**src/rtl/mycpu_pkg.sv**
```systemverilog
// Shared encodings for the MEM-stage data bridge: access types, bus size codes, FSM states.
// Latency: n/a (declarations only).
// Backpressure: n/a.
package mycpu_pkg;

   // mem_type encodings as decoded in the MEM stage
   localparam logic [2:0] MT_LB  = 3'd0;
   localparam logic [2:0] MT_LBU = 3'd1;
   localparam logic [2:0] MT_LH  = 3'd2;
   localparam logic [2:0] MT_LHU = 3'd3;
   localparam logic [2:0] MT_LW  = 3'd4;
   localparam logic [2:0] MT_SB  = 3'd5;
   localparam logic [2:0] MT_SH  = 3'd6;
   localparam logic [2:0] MT_SW  = 3'd7;

   // SRAM-like bus size codes
   localparam logic [1:0] SZ_BYTE = 2'd0;
   localparam logic [1:0] SZ_HALF = 2'd1;
   localparam logic [1:0] SZ_WORD = 2'd2;

   typedef enum logic [1:0] {
      ST_IDLE = 2'd0,
      ST_ADDR = 2'd1,
      ST_DATA = 2'd2,
      ST_DONE = 2'd3
   } state_t;

   function automatic logic is_store(input logic [2:0] mt);
      return mt >= MT_SB;
   endfunction

   function automatic logic [1:0] size_of(input logic [2:0] mt);
      case (mt)
         MT_LB, MT_LBU, MT_SB: return SZ_BYTE;
         MT_LH, MT_LHU, MT_SH: return SZ_HALF;
         default:              return SZ_WORD;
      endcase
   endfunction

endpackage

```
**src/rtl/load_extend.sv**
```systemverilog
// Selects the addressed byte/half of a fetched word and sign/zero-extends it for the load type.
// Latency: purely combinational.
// Backpressure: none; stores yield zero.
module load_extend
   import mycpu_pkg::*;
(
   input  logic [2:0]  mem_type,
   input  logic [1:0]  byte_off,
   input  logic [31:0] word,
   output logic [31:0] data
);

   logic [7:0]  byte_sel;
   logic [15:0] half_sel;

   // Pick the lane addressed by the low address bits; halves only look at bit 1
   always_comb begin
      byte_sel = 8'h00;
      case (byte_off)
         2'd0: byte_sel = word[7:0];
         2'd1: byte_sel = word[15:8];
         2'd2: byte_sel = word[23:16];
         2'd3: byte_sel = word[31:24];
         default: byte_sel = 8'h00;
      endcase
      half_sel = byte_off[1] ? word[31:16] : word[15:0];
   end

   // Extend according to the load flavour
   always_comb begin
      data = 32'h0;
      case (mem_type)
         MT_LB:   data = {{24{byte_sel[7]}}, byte_sel};
         MT_LBU:  data = {24'h0, byte_sel};
         MT_LH:   data = {{16{half_sel[15]}}, half_sel};
         MT_LHU:  data = {16'h0, half_sel};
         MT_LW:   data = word;
         default: data = 32'h0;
      endcase
   end

endmodule

```
**src/rtl/dmem_bridge.sv**
```systemverilog
// MEM-stage bridge to an SRAM-like data bus; optional misaligned-address exceptions via MISALIGN_EXC_EN.
// Latency: >=2 cycles of stall per access (IDLE->DATA->DONE), result held in DONE until advance_i.
// Backpressure: request held stable until data_addr_ok_i; pipeline stalled until data_data_ok_i.
module dmem_bridge
   import mycpu_pkg::*;
#(
   parameter int ADDR_W = 32
) (
   input  logic              clk,
   input  logic              rst,
   input  logic              mem_en_i,
   input  logic [2:0]        mem_type_i,
   input  logic [ADDR_W-1:0] addr_i,
   input  logic [31:0]       wdata_i,
   input  logic              advance_i,
   output logic [31:0]       rdata_o,
   output logic              stall_o,
   output logic              data_req_o,
   output logic              data_wr_o,
   output logic [1:0]        data_size_o,
   output logic [ADDR_W-1:0] data_addr_o,
   output logic [31:0]       data_wdata_o,
   output logic [3:0]        data_wstrb_o,
   input  logic              data_addr_ok_i,
   input  logic              data_data_ok_i,
   input  logic [31:0]       data_rdata_i,
   output logic              adel_o,
   output logic              ades_o
);

   state_t      state_q, state_d;
   logic [31:0] word_q;
   logic        misaligned;
   logic        access;
   logic        store;

   assign store = is_store(mem_type_i);

`ifdef MISALIGN_EXC_EN
   // Halves must be 2-byte aligned, words 4-byte aligned; bytes never fault
   always_comb begin
      misaligned = 1'b0;
      case (size_of(mem_type_i))
         SZ_HALF: misaligned = addr_i[0];
         SZ_WORD: misaligned = (addr_i[1:0] != 2'b00);
         default: misaligned = 1'b0;
      endcase
   end
   assign adel_o = mem_en_i & misaligned & ~store;
   assign ades_o = mem_en_i & misaligned &  store;
`else
   assign misaligned = 1'b0;
   assign adel_o     = 1'b0;
   assign ades_o     = 1'b0;
`endif

   assign access = mem_en_i & ~misaligned;

   // Outputs are gated by reset so nothing leaks onto the bus while held in reset
   assign data_req_o = rst & ((state_q == ST_ADDR) | ((state_q == ST_IDLE) & access));
   assign stall_o    = rst & access & (state_q != ST_DONE);

   assign data_wr_o   = store;
   assign data_size_o = size_of(mem_type_i);
   assign data_addr_o = {addr_i[ADDR_W-1:2], 2'b00};

   // Store lane replication and byte strobes; loads drive no strobes
   always_comb begin
      data_wdata_o = 32'h0;
      data_wstrb_o = 4'b0000;
      case (mem_type_i)
         MT_SB: begin
            data_wdata_o = {4{wdata_i[7:0]}};
            data_wstrb_o = 4'b0001 << addr_i[1:0];
         end
         MT_SH: begin
            data_wdata_o = {2{wdata_i[15:0]}};
            data_wstrb_o = addr_i[1] ? 4'b1100 : 4'b0011;
         end
         MT_SW: begin
            data_wdata_o = wdata_i;
            data_wstrb_o = 4'b1111;
         end
         default: begin
            data_wdata_o = 32'h0;
            data_wstrb_o = 4'b0000;
         end
      endcase
   end

   // Next-state: address handshake, then data handshake, then hold until the pipeline moves
   always_comb begin
      state_d = state_q;
      case (state_q)
         ST_IDLE: if (access) state_d = data_addr_ok_i ? ST_DATA : ST_ADDR;
         ST_ADDR: if (data_addr_ok_i) state_d = ST_DATA;
         ST_DATA: if (data_data_ok_i) state_d = ST_DONE;
         ST_DONE: if (advance_i) state_d = ST_IDLE;
         default: state_d = ST_IDLE;
      endcase
   end

   // State register and captured read word; data_ok only counts while waiting in DATA
   always_ff @(posedge clk) begin
      if (!rst) begin
         state_q <= ST_IDLE;
         word_q  <= 32'h0;
      end else begin
         state_q <= state_d;
         if ((state_q == ST_DATA) && data_data_ok_i) word_q <= data_rdata_i;
      end
   end

   load_extend u_load_extend (
      .mem_type (mem_type_i),
      .byte_off (addr_i[1:0]),
      .word     (word_q),
      .data     (rdata_o)
   );

endmodule
```
**config.mk**
```make
export PLATFORM = sky130hd
export DESIGN_NAME = dmem_bridge
export DESIGN_NICKNAME = d
export VERILOG_FILES = /design/src/rtl/mycpu_pkg.sv /design/src/rtl/load_extend.sv /design/src/rtl/dmem_bridge.sv
export SDC_FILE = /design/constraint.sdc
export NUM_CORES = 1
export LEC_CHECK = 0
export CAP_MARGIN = 10
export CORE_MARGIN = 1.5
export CORE_UTILIZATION = 25
export CTS_CLUSTER_SIZE = 30
export DETAILED_ROUTE_END_ITERATION = 16
export DONT_BUFFER_PORTS = 1
export HOLD_SLACK_MARGIN = 0.1
export SYNTH_ARGS = -nofsm -noshare
export SYNTH_HDL_FRONTEND = slang
export SYNTH_SLANG_ARGS = --single-unit
```
**constraint.sdc**
```tcl
create_clock -name clk -period 1.6 [get_ports clk]
set_clock_uncertainty 0.15 [all_clocks]
set_input_delay 0.08 -clock clk [delete_from_list [all_inputs] [get_ports clk]]
set_output_delay 0.08 -clock clk [all_outputs]
set_load 0.01 [all_outputs]
```
==> flow_summary.json, run 1 <==
{
  "status": "finished with violations",
  "violations": "negative setup slack",
  "maxCapViolCount": 0,
  "pin_count": 212,
  "hp-class": "in -> out",
  "max_stage_delay_ns": 0.33,
  "syn2layout_area_growth_pct": 32.81,
  "avgSynthCellArea_sq_um": 7.315,
  "fmax_mhz": 559.9,
  "internal_power_w": 0.002214,
  "ff2ff_path_depth": 6,
  "netlist.top_cell.by_area": "dfxtp_1",
  "rows": 40,
  "setup_slack_ns": -0.1859,
  "p_sw_share_pct": 34.84,
  "die_width_um": 113.3,
  "yosysUniqueCellTypes": 42,
  "power.density_nw_per_um2": 840.6,
  "critPathKind": "reg -> out",
  "pwr-share-clk_pct": 28.4,
  "pwr-share-seq_pct": 32.7,
  "placedCellCount": 527,
  "ys_warn_count": 0,
  "core-area_sq_um": 11960,
  "antenna_left": 0,
  "ctsLongestPathBuffers": 2,
  "worst_slew_pin_slew_ns": 1.014,
  "fillers": 1239,
  "multiInputGateArea_sq_um": 2007,
  "drive_gt1_share_pct": 17.67,
  "fin_crit_sh_pct": 111.6,
  "cts.sinks": 34,
  "start_util_pct": 25.44,
  "grt_pass1_wl_um": 16130,
  "rsz0062_at_grt": "yes",
  "critPathMaxFanout": 6,
  "vdd_ir_drop_max_v": 0.0009354,
  "design_area_sq_um": 4041,
  "gr-total-overflow": 0,
  "final_core_util_pct": 33.79,
  "hold_viol": 0,
  "cp.required_ns": 1.37,
  "placed_area_sq_um": 3035,
  "dr.pass1.iters": 5,
  "drt_iter0_drc": 152,
  "h-tree-depth": 2,
  "synth-seq-cells": 34,
  "p_comb_share_pct": 38.9,
  "seqCellArea_sq_um": 695.7,
  "path_clk_slew_ns": 0.05,
  "port_buffers": 0,
  "grt_usage_pct": 16.28,
  "die_h_um": 113.3,
  "yosysSeqAreaShare_pct": 22.37,
  "slew_headroom_pct": 32.43,
  "synth_top_area_share_pct": 22.37,
  "final_cells": 611,
  "nets": 573,
  "crit_chain": "mux2i_4 > a2bb2oi_4 > nor3_4 > buf_6 > a221o_1",
  "arrival_ns": 1.56,
  "place_congestion": 0.8154,
  "synthCells": 416,
  "syn_area_sq_um": 3043,
  "cts_tree": "yes",
  "totalWireLength_um": 11140,
  "wl_per_cell_um": 18.22,
  "setup_viol": 26,
  "clock_latency_ns": 0.28,
  "leakage_nw": 1.607,
  "antennaDiodeCount": 0,
  "grt_antenna_before_repair": 0,
  "grt_pass1_vias": 2966,
  "fin_tns_setup_ns": -3.832,
  "grt_start_max_net_pins": 49,
  "die_area_sq_um": 12840,
  "num_vias": 3137,
  "holdPathStages": 2,
  "cp-start-kind": "flip-flop",
  "cts_root_buf": "clkbuf_16",
  "period_minus_slack_ns": 1.786,
  "endpoint_kind": "output pin",
  "numCtsBuffers": 5,
  "slew_viol_final": 0,
  "p_switching_w": 0.001184,
  "viasPerCell": 5.134,
  "worst_hold_slack_ns": 0.1069,
  "drc": 0,
  "dp_hpwl_um": 8185,
  "critPathSlowestCell": "dfxtp_2",
  "synth_area_leaders": "dfxtp_1 (22%), buf_4 (9.9%), nand2_1 (8.6%), a21boi_0 (8.1%), nor2_1 (5.3%)"
}
[flip-flops by register name (all words and copies together) (netlist names)]
name,count
state_q,2
word_q,32
[Yosys cell counts (all sizes together)]
library cell	count
ha	5
a22oi	11
o2111a	1
o21bai	1
o311ai	1
a21o	9
clkbuf	15
o21ai	28
nand2b	6
nor3b	1
or3b	1
a2bb2oi	1
nor2	43
conb	1
and3	1
nor3	3
a222oi	2
a211oi	3
mux2i	9
or2	1
a21boi	33
nand2	70
buf	53
o211a	1
nor2b	16
inv	4
and2	17
o32ai	1
mux2	4
nand3	1
a221o	11
a21oi	28
dfxtp	34
[cells by family (layout without fill, tap and decap cells)]
| logic type | after synthesis | count (layout) | share of synthesized area (%) |
|---|---|---|---|
| fa+ha+maj | 5 | 5 | 2.056 |
| mux | 13 | 13 | 4.564 |
| buf+inv | 72 | 116 | 15.13 |
| flops | 34 | 34 | 22.37 |
| compound gates | 131 | 131 | 31.25 |
| simple gates | 160 | 161 | 24.51 |
| other cells | 1 | 4 | 0.1232 |
[critical path, delay by kind of cell (launching register included)]
kind,cells,cell delay (ns)
AOI/OAI and AO/OA,2,0.52
buffers and inverters,1,0.13
DFF,1,0.33
muxes,1,0.24
and+or+nand+nor,1,0.06
[routing by layer]
layer | vias up | routed length (um) | track usage, %
li1 | 1487 | - | -
met1 | 1455 | 4342 | 17.71
met2 | 176 | 5895 | 31.47
met3 | 19 | 695 | 3.267
met4 | 0 | 201 | 5.000
met5 | - | 0 | 0
[through the flow]
step	total power, W	setup slack (ns)
2_1_floorplan	0.001992	0.1411
3_3_place_gp	0.002145	0.05932
3_5_place_dp	0.002195	-0.01690
4_1_cts	0.003391	-0.1877
5_1_grt	0.003591	-0.2271
6_report	0.003397	-0.1859
[path summary, 6_finish.rpt]
path,from,to,slack (ns)
worst min-delay path,mem_en_i,stall_o,0.11
worst min register to register,word_q[5],word_q[5],0.32
worst max-delay path,word_q[15],rdata_o[12],-0.19
worst max register to register,state_q[0],state_q[0],0.07
[repair_timing]
action | in CTS | in global routing
cloned | 1 | 0
gates resized for setup | 24 | 14
hold buffers | 66 | 0
buffers inserted | 6 | 3
pin swaps | 4 | 6
endpoints found under the setup margin | 26 | 44
endpoints found under the hold margin | 67 | 0
[cell usage in the layout (no fill, tap or decap), types with 4 or more instances in the layout]
cell / n
nand2_1: 70
dlygate4sd3_1: 65
nor2_1: 43
buf_4: 33
a21boi_0: 32
a21oi_1: 28
dfxtp_1: 24
and2_1: 17
nor2b_1: 14
o21ai_0: 11
a221o_1: 10
a22oi_1: 10
a21o_1: 9
dfxtp_2: 9
mux2i_1: 8
o21ai_1: 7
nand2b_1: 6
o21ai_4: 5
o21ai_2: 5
ha_1: 5
clkbuf_16: 5
conb_1: 4
[area by class of cell]
cell class / instances / area share [%]
Inverter: 4 / 0.3715
Multi-Input combinational cell: 314 / 49.66
Clock inverter: 1 / 0.1238
Clock buffer: 7 / 3.529
Timing Repair Buffer: 104 / 24.55
Sequential cell: 34 / 17.21
Tap cell: 147 / 4.551
[power groups by stage]
stage / sequential (W) / combinational, W / clock [W]
after floorplan: 0.00106 / 0.000927 / 0
after global placement: 0.00110 / 0.00104 / 0
after detailed placement: 0.00111 / 0.00108 / 0
after CTS: 0.00110 / 0.00130 / 0.000991
after global routing: 0.00112 / 0.00145 / 0.00102
final: 0.00111 / 0.00132 / 0.000965
(Power assumes the default switching activity.)
==> run 2: changes to the inputs <==
Settings changed: CORE_MARGIN 1.5 to 3.
==> run 2 against run 1 <==
  * The flow still finishes with violations (negative setup slack)
  * First-iteration DRC count rose by 26%
  * Sequential power barely moved
  * Final cell count fell by 2.0%
  * Worst setup slack got worse by 0.044 ns
  * Cell area fell by 3.4%
  * Combinational power barely moved
  * Utilization fell by 0.30 points
  * Via count fell by 1.8%
  * Clock power fell by 1%
  * Count of clock-buffer cells in the layout did not move
==> flow_summary.json, run 2 (synthesis gave the netlist of run 1 again) <==
{
  "status": "finished with violations",
  "violations": "negative setup slack",
  "critPathKind": "reg -> out",
  "wl_per_cell_um": 19.45,
  "antennaDiodeCount": 0,
  "drt_iter0_drc": 192,
  "total_power_w": 0.003381,
  "syn2layout_area_growth_pct": 28.33,
  "setup_slack_ns": -0.2297,
  "cts_root_buf": "clkbuf_16",
  "critPathMaxFanout": 9,
  "h-tree-depth": 2,
  "die_h_um": 116.3,
  "slew_headroom_pct": 29.29,
  "regMostFlops": "word_q",
  "rows": 39,
  "power.density_nw_per_um2": 865.8,
  "path_clk_slew_ns": 0.05,
  "numCtsBuffers": 5,
  "grt_pass1_wl_um": 15550,
  "dr.pass1.iters": 6,
  "start_util_pct": 26.09,
  "fillers": 1204,
  "gr-total-overflow": 0,
  "nets": 565,
  "drc": 0,
  "largest_register_ff_count": 32,
  "vdd_ir_drop_max_v": 0.0007547,
  "pin_count": 212,
  "fmax_mhz": 546.6,
  "final_cells": 599,
  "final_common_cell": "nand2_1",
  "placedCellCount": 518,
  "rsz0062_at_grt": "yes",
  "endpoint_kind": "output pin",
  "top_layer": "met4",
  "grt_start_max_net_pins": 49,
  "drive_gt1_share_pct": 15.79,
  "holdPathStages": 1,
  "regToRegSetupSlack_ns": 0.10,
  "fin_crit_sh_pct": 114.4,
  "setup_viol": 25,
  "grt_pass1_vias": 2752,
  "num_vias": 3080,
  "antenna_left": 0,
  "cts.sinks": 34,
  "place_congestion": 0.8119,
  "core-area_sq_um": 11660,
  "hold_viol": 0,
  "hp-class": "in -> out",
  "clock_latency_ns": 0.28,
  "dp_hpwl_um": 8489,
  "leakage_nw": 1.561,
  "final_cell_mix": "nand2_1 (69), dlygate4sd3_1 (65), nor2_1 (43)",
  "grt_antenna_before_repair": 0,
  "period_minus_slack_ns": 1.830,
  "ff2ff_path_depth": 6,
  "cts_tree": "yes",
  "die_width_um": 116.3,
  "grt_usage_pct": 15.24,
  "dp_slack_ns": -0.2529,
  "wl_met3_um": 1168,
  "ctsLongestPathBuffers": 2,
  "viasPerCell": 5.142,
  "cp.required_ns": 1.37,
  "maxCapViolCount": 0,
  "worst_slew_pin_slew_ns": 1.061,
  "dr_wl_met2_um": 6093,
  "port_buffers": 0,
  "largest_registers": "word_q: 32 flops, state_q: 2 flops",
  "die_area_sq_um": 13530,
  "totalWireLength_um": 11650,
  "arrival_ns": 1.60,
  "cp-start-kind": "flip-flop",
  "wl_met1_um": 4151,
  "slew_viol_final": 0
}
==> run 2: cell types whose count changed in the layout (fill, tap and decap cells not counted), moves of 2 or more <==
cell     previous run  this run
dfxtp_1            24        27
buf_8               2         0
dfxtp_2             9         7
buf_4              33        27
o21ai_2             5        10
o21ai_4             5         0
==> run 2: layout make-up <==
class	instances	area (sq um)	share of cell area, %
clock inverters	1	5.005	0.1282
inverters	4	15.01	0.3845
repair buffers	97	942.2	24.13
multi-input cells	313	1932	49.47
clock buffers	7	142.6	3.653
flip-flops and latches	34	689.4	17.65
well taps	143	178.9	4.582
==> run 2: routing by layer <==
layer,track usage (%),vias to the layer above
met5,0,-
met3,4.922,12
li1,-,1466
met4,5.646,0
met1,15.93,1417
met2,28.30,185
==> run 2: path summary, 6_finish.rpt <==
path,startpoint,endpoint
max,word_q[7],rdata_o[21]
min,mem_type_i[0],data_wdata_o[25]
max reg2reg,state_q[0],state_q[0]
min reg2reg,word_q[4],word_q[4]
==> run 2: power breakdown <==
part	internal, W	total, W	switching, W	leakage [nW]
logic	0.000619	0.00133	0.000709	1.21
clock network	0.000616	0.000955	0.000338	0.0739
registers	0.000980	0.00110	0.000119	0.279
==> run 2: stage by stage <==
step	utilization (%)	setup TNS (ns)	area, sq um	hold slack [ns]
after floorplan	-	0	3054	0.07487
after global placement	25.56	-1.391	2980	0.01007
after detailed placement	25.56	-2.239	2980	0.01007
after CTS	32.89	-4.627	3836	0.1010
after global routing	33.48	-5.932	3905	0.1016
final	33.48	-4.501	3905	0.09983
==> run 2: critical path, cell delays in order, from the launching register on <==
cell and delay (ns):
dfxtp_1 0.31, mux2_4 0.29, o311ai_4 0.30, buf_12 0.17
o21ai_1 0.09, buf_4 0.17
==> run 2: what timing repair did <==
action,CTS,global route
cloned,0,1
pin swaps,3,7
resized for setup,10,14
hold buffers,66,0
hold endpoints to repair,65,0
endpoints found under the setup margin,25,62
buffers inserted,3,3
==> run 3: changes to the inputs <==
Settings changed: CORE_ASPECT_RATIO from default to 2.
==> run 3 against run 2 <==
  * The run still ends with negative setup slack left
  * Global-route usage increased by 0.81 points
  * Critical path depth did not move
  * Sequential power about the same
  * Sequential share of layout area decreased by 0.26 points
  * Die area is 0.59% higher
  * Hold slack improved by 0.0032 ns
  * Critical path type unchanged
==> flow_summary.json, run 3 (synthesis gave the netlist of run 1 again) <==
{
  "top_usage_layer": "met2",
  "drive_gt1_share_pct": 15.82,
  "core-area_sq_um": 11840,
  "final_common_cell": "nand2_1",
  "clock_latency_ns": 0.28,
  "rows": 56,
  "drt_iter0_drc": 101,
  "crit_chain": "mux2_4 > a2bb2oi_4 > nor3_4 > buf_4 > a221o_1",
  "wl_per_cell_um": 19.63,
  "viasPerCell": 5.283,
  "critPathMaxFanout": 2,
  "start_util_pct": 25.70,
  "worst_slew_pin_slew_ns": 1.016,
  "violations": "negative setup slack",
  "critPathSlowestCell": "a221o_1",
  "ctsLongestPathBuffers": 2,
  "max_stage_delay_ns": 0.33,
  "numCtsBuffers": 5,
  "leakage_nw": 1.566,
  "antenna_left": 0,
  "die_h_um": 162.0,
  "period_minus_slack_ns": 1.802,
  "port_buffers": 0,
  "h-tree-depth": 2,
  "antennaDiodeCount": 0,
  "drc": 0,
  "arrival_ns": 1.57,
  "power.density_nw_per_um2": 853.7,
  "fmax_mhz": 554.9,
  "fin_tns_setup_ns": -4.293,
  "pin_count": 212,
  "cts_tree": "yes",
  "place_congestion": 0.7963,
  "syn2layout_area_growth_pct": 29.77,
  "fin_crit_sh_pct": 112.6,
  "grt_pass1_wl_um": 16980,
  "endpoint_kind": "output pin",
  "path_clk_slew_ns": 0.05,
  "use_met2_pct": 33.14,
  "dp_slack_ns": -0.009433,
  "largest_registers": "word_q: 32 flops, state_q: 2 flops",
  "grt_start_max_net_pins": 49,
  "slew_headroom_pct": 32.29,
  "cts_root_buf": "clkbuf_16",
  "cts.sinks": 34,
  "fillers": 1212,
  "slew_viol_final": 0,
  "cp.required_ns": 1.37,
  "regMostFlops": "word_q",
  "nets": 565,
  "die_area_sq_um": 13610,
  "grt_pass1_vias": 3124,
  "use_met1_pct": 14.12,
  "rsz0062_at_grt": "yes",
  "die_width_um": 84.01,
  "hold_viol": 0,
  "totalWireLength_um": 11780,
  "vdd_ir_drop_max_v": 0.0007548,
  "cp-start-kind": "flip-flop",
  "final_cell_mix": "nand2_1 (69), dlygate4sd3_1 (65), nor2_1 (42)",
  "maxCapViolCount": 0,
  "num_vias": 3170,
  "setup_slack_ns": -0.2022,
  "gr-total-overflow": 0,
  "total_power_w": 0.003371,
  "largest_register_ff_count": 32,
  "gr-usage-met3_pct": 2.335,
  "grt_antenna_before_repair": 0,
  "hp-class": "in -> out",
  "status": "finished with violations",
  "grt_usage_pct": 16.06,
  "setup_viol": 24,
  "dr.pass1.iters": 4,
  "dp_hpwl_um": 8716,
  "critPathKind": "reg -> out"
}
run 3: cell types whose count changed in the layout (fill, tap and decap cells not counted), moves of 2 or more:
cell     before  now
buf_8         0    2
dfxtp_2       7    5
dfxtp_1      27   29
buf_4        27   24
mux2_2        1    3
mux2_4        3    1
run 3: power breakdown:
| part | switching, W | leakage, nW | internal (W) |
|---|---|---|---|
| Combinational | 0.000722 | 1.22 | 0.000627 |
| Sequential | 0.000128 | 0.278 | 0.000981 |
| Clock | 0.000352 | 0.0694 | 0.000561 |
run 3: final timing paths:
path              slack [ns]                to  cells after the start          start
setup / recovery       -0.20       rdata_o[13]                      5      word_q[7]
hold reg to reg         0.32         word_q[0]                      2      word_q[0]
setup reg to reg        0.12        word_q[23]                      6     state_q[0]
hold / removal          0.10  data_wdata_o[24]                      1  mem_type_i[0]
run 3: routing by layer:
layer,wire (um),up-vias
met5,0,-
met4,555,0
met3,718,32
met2,6872,196
met1,3631,1479
li1,-,1463
run 3: timing repair:
| item | 4_1_cts | 5_1_grt |
|---|---|---|
| endpoints found under the hold margin | 66 | 0 |
| pin swaps | 2 | 4 |
| setup buffers | 1 | 2 |
| cloned | 0 | 1 |
| hold buffers | 66 | 0 |
| setup endpoints to repair | 25 | 58 |
| resized for setup | 10 | 18 |
run 3: area by class of cell:
class	instances	area, sq um	area share (%)
Multi-Input combinational cell	313	1961	49.65
Timing Repair Buffer	97	969.7	24.56
Sequential cell	34	686.9	17.40
Tap cell	145	181.4	4.594
Clock buffer	5	125.1	3.169
Inverter	4	15.01	0.3802
Clock inverter	2	10.01	0.2535
run 3: worst max-delay path: cells and delay by family (launching register included):
kind / cells / cell delay (ns)
AO/OA/AOI/OAI: 2 / 0.50
AND/OR/NAND/NOR: 1 / 0.05
buffers and inverters: 1 / 0.13
flip-flops: 1 / 0.31
multiplexers: 1 / 0.30
run 3: through the flow:
stage                     cell area (sq um)  cells  hold slack (ns)  utilization, %
final                                  3949    600           0.1030           33.35
after global routing                   3949    600           0.1007           33.35
after CTS                              3862    597           0.1007           32.62
after detailed placement               3018    523          0.01007           25.49
after global placement                 3018    523          0.01007           25.49
after floorplan                        3054    419          0.07487               -
